<file path="config.mk">
export PLATFORM = sky130hd
export DESIGN_NAME = nibble_serial_adder_flat
export DESIGN_NICKNAME = d
export VERILOG_FILES = /design/src/rtl/serial_add_pkg.sv /design/src/rtl/nibble_serial_adder_if.sv /design/src/rtl/nibble_add_slice.sv /design/src/rtl/nibble_serial_adder.sv /design/src/flat_wrapper.sv
export SDC_FILE = /design/constraint.sdc
export NUM_CORES = 1
export LEC_CHECK = 0
export ABC_AREA = 1
export CORE_ASPECT_RATIO = 0.5
export CORE_MARGIN = 3
export CORE_UTILIZATION = 40
export DETAILED_ROUTE_END_ITERATION = 6
export PLACE_DENSITY = 0.68
export SYNTH_ARGS = -nofsm -noshare
export SYNTH_HDL_FRONTEND = slang
export SYNTH_SLANG_ARGS = --single-unit
export TNS_END_PERCENT = 10
</file>
<file path="constraint.sdc">
create_clock -name clk -period 1.7 [get_ports clk]
set_input_delay 0.34 -clock clk [delete_from_list [all_inputs] [get_ports clk]]
set_output_delay 0.34 -clock clk [all_outputs]
set_load 0.1 [all_outputs]
</file>
<file path="src/rtl/serial_add_pkg.sv">
// Shared types and helpers for the nibble-serial adder.
package serial_add_pkg;

    localparam int unsigned NIBBLE_W = 4;

    typedef enum logic [1:0] {
        IDLE = 2'd0,
        ADD  = 2'd1,
        DONE = 2'd2
    } state_t;

    // Number of nibble steps needed for a given operand width.
    function automatic int unsigned nibbles(input int unsigned width);
        return width / NIBBLE_W;
    endfunction

endpackage

</file>
<file path="src/rtl/nibble_serial_adder_if.sv">
// Operand/result handshake bundle for nibble_serial_adder.
// With SERIAL_ADD_OVF_EN defined the bundle also carries the signed overflow flag.
interface nibble_serial_adder_if #(
    parameter int unsigned WIDTH = 16
) ();

    logic             in_valid;
    logic             in_ready;
    logic [WIDTH-1:0] a;
    logic [WIDTH-1:0] b;
    logic             ci;
    logic             out_valid;
    logic             out_ready;
    logic [WIDTH-1:0] sum;
    logic             co;
`ifdef SERIAL_ADD_OVF_EN
    logic             ovf;
`endif

    // Operand source / result consumer side.
    modport master (
`ifdef SERIAL_ADD_OVF_EN
        input  ovf,
`endif
        output in_valid, a, b, ci, out_ready,
        input  in_ready, out_valid, sum, co
    );

    // Adder side.
    modport slave (
`ifdef SERIAL_ADD_OVF_EN
        output ovf,
`endif
        input  in_valid, a, b, ci, out_ready,
        output in_ready, out_valid, sum, co
    );

endinterface

</file>
<file path="src/rtl/nibble_add_slice.sv">
// Combinational 4-bit full-adder slice: {co,s} = a + b + ci.
module nibble_add_slice
    import serial_add_pkg::*;
(
    input  logic [NIBBLE_W-1:0] a,
    input  logic [NIBBLE_W-1:0] b,
    input  logic                ci,
    output logic [NIBBLE_W-1:0] s,
    output logic                co
);

    assign {co, s} = (NIBBLE_W+1)'(a) + (NIBBLE_W+1)'(b) + (NIBBLE_W+1)'(ci);

endmodule

</file>
<file path="src/rtl/nibble_serial_adder.sv">
// Nibble-serial WIDTH-bit adder: one shared 4-bit slice, LSB nibble first,
// ripple carry held in a register between nibbles.
// Optional feature macro: SERIAL_ADD_OVF_EN adds the signed overflow flag (bus.ovf).
module nibble_serial_adder
    import serial_add_pkg::*;
#(
    parameter int unsigned WIDTH = 16
) (
    input  logic                clk,
    input  logic                rst_n,
    nibble_serial_adder_if.slave bus,
    output logic                busy
);

    localparam int unsigned NIBBLES = nibbles(WIDTH);
    localparam int unsigned IDX_W   = (NIBBLES > 1) ? $clog2(NIBBLES) : 1;

    if (((WIDTH % NIBBLE_W) != 0) || (WIDTH < NIBBLE_W)) begin : g_bad_width
        $error("nibble_serial_adder: WIDTH must be a multiple of 4 and >= 4");
    end

    state_t               state_q, state_n;
    logic [IDX_W-1:0]     idx_q;
    logic [WIDTH-1:0]     a_q, b_q, sum_q;
    logic                 carry_q, co_q;
    logic                 in_ready_q, out_valid_q, busy_q;
    logic                 accept_c, step_c, last_c;
    logic [NIBBLE_W-1:0]  slice_s;
    logic                 slice_co;

    // Single shared slice, fed from the low nibble of the shifting operand registers.
    nibble_add_slice u_slice (
        .a  (a_q[NIBBLE_W-1:0]),
        .b  (b_q[NIBBLE_W-1:0]),
        .ci (carry_q),
        .s  (slice_s),
        .co (slice_co)
    );

    // Next-state and datapath strobes.
    always_comb begin
        state_n  = state_q;
        accept_c = 1'b0;
        step_c   = 1'b0;
        last_c   = (idx_q == IDX_W'(NIBBLES - 1));
        case (state_q)
            IDLE: begin
                if (bus.in_valid && in_ready_q) begin
                    accept_c = 1'b1;
                    state_n  = ADD;
                end
            end
            ADD: begin
                step_c = 1'b1;
                if (last_c) begin
                    state_n = DONE;
                end
            end
            DONE: begin
                if (bus.out_ready) begin
                    state_n = IDLE;
                end
            end
            default: state_n = IDLE;
        endcase
    end

    // State register; handshake/status flags are registered from the next state.
    always_ff @(posedge clk or negedge rst_n) begin
        if (!rst_n) begin
            state_q     <= IDLE;
            in_ready_q  <= 1'b1;
            out_valid_q <= 1'b0;
            busy_q      <= 1'b0;
        end else begin
            state_q     <= state_n;
            in_ready_q  <= (state_n == IDLE);
            out_valid_q <= (state_n == DONE);
            busy_q      <= (state_n != IDLE);
        end
    end

    // Operand capture, nibble stepping and result assembly.
    always_ff @(posedge clk or negedge rst_n) begin
        if (!rst_n) begin
            a_q     <= '0;
            b_q     <= '0;
            sum_q   <= '0;
            carry_q <= 1'b0;
            co_q    <= 1'b0;
            idx_q   <= '0;
        end else if (accept_c) begin
            a_q     <= bus.a;
            b_q     <= bus.b;
            carry_q <= bus.ci;
            sum_q   <= '0;
            co_q    <= 1'b0;
            idx_q   <= '0;
        end else if (step_c) begin
            a_q     <= a_q >> NIBBLE_W;
            b_q     <= b_q >> NIBBLE_W;
            carry_q <= slice_co;
            sum_q[idx_q*NIBBLE_W +: NIBBLE_W] <= slice_s;
            idx_q   <= idx_q + IDX_W'(1);
            if (last_c) begin
                co_q <= slice_co;
            end
        end
    end

`ifdef SERIAL_ADD_OVF_EN
    logic ovf_q;
    logic msb_cin_c;

    // Carry into the MSB recovered from the slice's top bit: s3 = a3 ^ b3 ^ cin3.
    assign msb_cin_c = a_q[NIBBLE_W-1] ^ b_q[NIBBLE_W-1] ^ slice_s[NIBBLE_W-1];

    // Signed overflow, registered alongside the final nibble.
    always_ff @(posedge clk or negedge rst_n) begin
        if (!rst_n) begin
            ovf_q <= 1'b0;
        end else if (accept_c) begin
            ovf_q <= 1'b0;
        end else if (step_c && last_c) begin
            ovf_q <= msb_cin_c ^ slice_co;
        end
    end

    assign bus.ovf = ovf_q;
`endif

    assign bus.in_ready  = in_ready_q;
    assign bus.out_valid = out_valid_q;
    assign bus.sum       = sum_q;
    assign bus.co        = co_q;
    assign busy          = busy_q;

endmodule

</file>
<file path="src/flat_wrapper.sv">
// flat-port wrapper written by rule: the top's interface ports become plain ports
module nibble_serial_adder_flat import serial_add_pkg::*;
#(
    parameter int unsigned WIDTH = 16
)
  (clk, rst_n, busy, bus_in_valid, bus_a, bus_b, bus_ci, bus_out_ready, bus_in_ready, bus_out_valid, bus_sum, bus_co);
  nibble_serial_adder_if #(.WIDTH(WIDTH)) bus_i ();
  input  logic clk;
  input  logic rst_n;
  output logic busy;
  input wire logic [$bits(bus_i.in_valid)-1:0] bus_in_valid;
  input wire logic [$bits(bus_i.a)-1:0] bus_a;
  input wire logic [$bits(bus_i.b)-1:0] bus_b;
  input wire logic [$bits(bus_i.ci)-1:0] bus_ci;
  input wire logic [$bits(bus_i.out_ready)-1:0] bus_out_ready;
  output wire logic [$bits(bus_i.in_ready)-1:0] bus_in_ready;
  output wire logic [$bits(bus_i.out_valid)-1:0] bus_out_valid;
  output wire logic [$bits(bus_i.sum)-1:0] bus_sum;
  output wire logic [$bits(bus_i.co)-1:0] bus_co;
  assign bus_i.in_valid = bus_in_valid;
  assign bus_i.a = bus_a;
  assign bus_i.b = bus_b;
  assign bus_i.ci = bus_ci;
  assign bus_i.out_ready = bus_out_ready;
  assign bus_in_ready = bus_i.in_ready;
  assign bus_out_valid = bus_i.out_valid;
  assign bus_sum = bus_i.sum;
  assign bus_co = bus_i.co;
  nibble_serial_adder #(.WIDTH(WIDTH)) u_core (.clk(clk), .rst_n(rst_n), .bus(bus_i), .busy(busy));
endmodule
</file>
==> metrics.csv <==
metric,value,unit
first-pass GRT wire length,10400,µm
Starting Density,42.1,%
die area,7600,µm²
Initial DRC Count,227,
leakage power,0.00176,µW
Ys Warns,0,
Max VDD drop,0.771,mV
Critical Path Start,u_core.a_q[0]$_DFFE_PN0P_,
Setup WS post-layout,-100,ps
Max Cap Violations,0,
post-synth cell types,26,
initial antenna violation count,0,
Overflow after GRT,0,
CP arrival,2020,ps
crit end category,flop,
Fmax achieved,555,MHz
Area Growth Syn to Fin,48.8,%
Worst Max-Slew Pin Slew,481,ps
Synth area leader,dfrtp_1,
largest net degree at the start of global routing,58,
sequential share of the synthesized area,54.6,%
vias post-DR,2230,
Mapped Avg Cell Area,9.04,µm²
Nets,404,
IO buf count,56,
drc violations,0,
total global-route track usage,17.7,%
#FFs+latches synth,57,
period utilization,106,%
"EDFF count, synth",0,
Metal-1 WL,2870,µm
Core Box Area,6210,µm²
"top cells by area, synth","dfrtp_1 54%, nand2_1 7.8%, o21ai_0 7.5%",
Max Slew Vio Count,0,
Routed met2 length,2980,µm
startpoint type of the worst setup path,flop,
GP Congestion,0.848,
status,"finished, violations left",
Post-synth ARST share,100,%
Final setup viols,9,
TritonCTS clock tree,yes,
drt wl/cell,13.9,µm
via/cell ratio,4.94,
die width,120,µm
DRT Pass-1 Iters,4,
worst hold path class,primary input to async pin,
Critical Path RT,1920,ps
vias in the first global route,2182,
post-route ant nets,0,
RSZ-0062 raised after global routing,true,
H-tree levels,3,
hpwl dp,4320,µm
syn nets,335,
met3 routed WL,315,µm
most common cell in the netlist,dfrtp_1,
setup_tns,-562,ps
Max-Slew Margin vs Limit,67.9,%
clk sinks,57,
Post-Syn Area,2610,µm²
Die Y,63.2,µm
Post-Route WL,6250,µm
CTS Hold Bufs,0,
worst-path maximum fanout,2,
"CTS clk-pin slew, worst paths",50,ps
"top cells by count, synth","56 x dfrtp_1, 54 x nand2_1, 39 x o21ai_0",
Synth top area share,53.6,%
Clock Skews,5.31,ps
Root Driver,clkbuf_16,
cts bufs inserted,9,
clock buffer depth,2,
cell count after synthesis,289,
Pwr Density,2220,nW/µm²
# IOs,57,
Crit Path Category,flop to flop,
layout cells sized above 1,20.1,%
RR Startpoint,u_core.a_q[0]$_DFFE_PN0P_,
Final Hold Viols,8,
failing checks,"hold timing, setup timing",
Highest Signal Layer,met4,
Antenna diodes,0,
row count,20,
Clock Latency Late Sink,330,ps
Post-synth top flop,dfrtp_1,
fin crit period,1800,ps
WHS,-2.42,ps
-- layout by cell type, fill, tap and decap left out, types with 10 or more instances in the layout --
| cell type | count |
|---|---|
| dfrtp_1 | 56 |
| o21ai_1 | 27 |
| o21ai_0 | 39 |
| buf_4 | 10 |
| buf_12 | 22 |
| inv_1 | 36 |
| clkdlybuf4s50_1 | 35 |
| nand3_1 | 15 |
| nand2_1 | 49 |
-- registers in the layout, summed over array words and instances (netlist names) --
| signal | flops |
|---|---|
| u_core.state_q | 2 |
| u_core.busy | 1 |
| u_core.b_q | 16 |
| u_core.bus.sum | 16 |
| u_core.bus.co | 1 |
| u_core.a_q | 16 |
| u_core.bus.in_ready | 1 |
| u_core.idx_q | 2 |
| u_core.bus.out_valid | 1 |
| u_core.carry_q | 1 |
-- where the power goes --
part           total (µW)  leakage (µW)  internal [µW]  switching [µW]
clock network        1780      0.000142           1170             614
registers            2320      0.000740           1940             377
logic                4540      0.000883           1640            2900
-- layer usage --
metal | track usage, % | vias to the layer above
li1 | - | 1099
met1 | 22.3 | 1068
met2 | 27.8 | 52
met3 | 7.09 | 11
met4 | 6.07 | 0
met5 | 0 | -
-- kinds of logic after synthesis --
family	after synthesis	share of synthesized area (%)
simple gates	90	15.0
compound gates	82	17.2
flops	57	54.6
buf+inv	51	8.33
fa+ha+maj	9	4.88
-- metrics by stage --
stage	instances	setup slack, ps	utilization [%]	power, µW	cell area (µm²)
floorplan	289	5.19	-	5140	2630
global placement	433	-52.9	56.9	6560	3530
detailed placement	433	-92.9	56.9	6670	3530
CTS	451	-86.4	62.1	8590	3850
global route	451	-174	62.7	9220	3890
finish	451	-100	62.7	8640	3890
-- cell type report --
type	instances	area (µm²)
fill	534	2320
sequential	57	1430
multi-input combinational	181	1030
timing repair buffer	68	871
clock buffer	11	243
inverter	41	154
tap	88	110
clock inverter	5	55.1
-- critical path, stage by stage, from the launching register on --
cell and delay, ps:
dfrtp_1 400, fa_2 420, fa_2 380, or2_4 260
nand3_4 80, nor2_4 40, nand3_2 80, nand2_2 40
-- timing repair --
item | in CTS | in global routing
cloned | 0 | 0
buffers inserted | 2 | 0
pin swaps | 4 | 2
gates resized for setup | 5 | 8
endpoints found under the setup margin | 7 | 35
-- final timing paths --
kind	to	slack [ps]	depth (start not counted)
min in group clk	u_core.b_q[2]$_DFFE_PN0P_	510	2
max in group asynchronous	u_core.bus.in_ready$_DFF_PN1_	1390	2
worst max-delay path	u_core.bus.sum[6]$_DFFE_PN0P_	-100	7
worst min register to register	u_core.b_q[2]$_DFFE_PN0P_	510	2
worst min-delay path	u_core.bus.sum[7]$_DFFE_PN0P_	-2	2
worst max register to register	u_core.bus.sum[6]$_DFFE_PN0P_	-100	7
No activity file was read; power rests on OpenSTA's default activity.
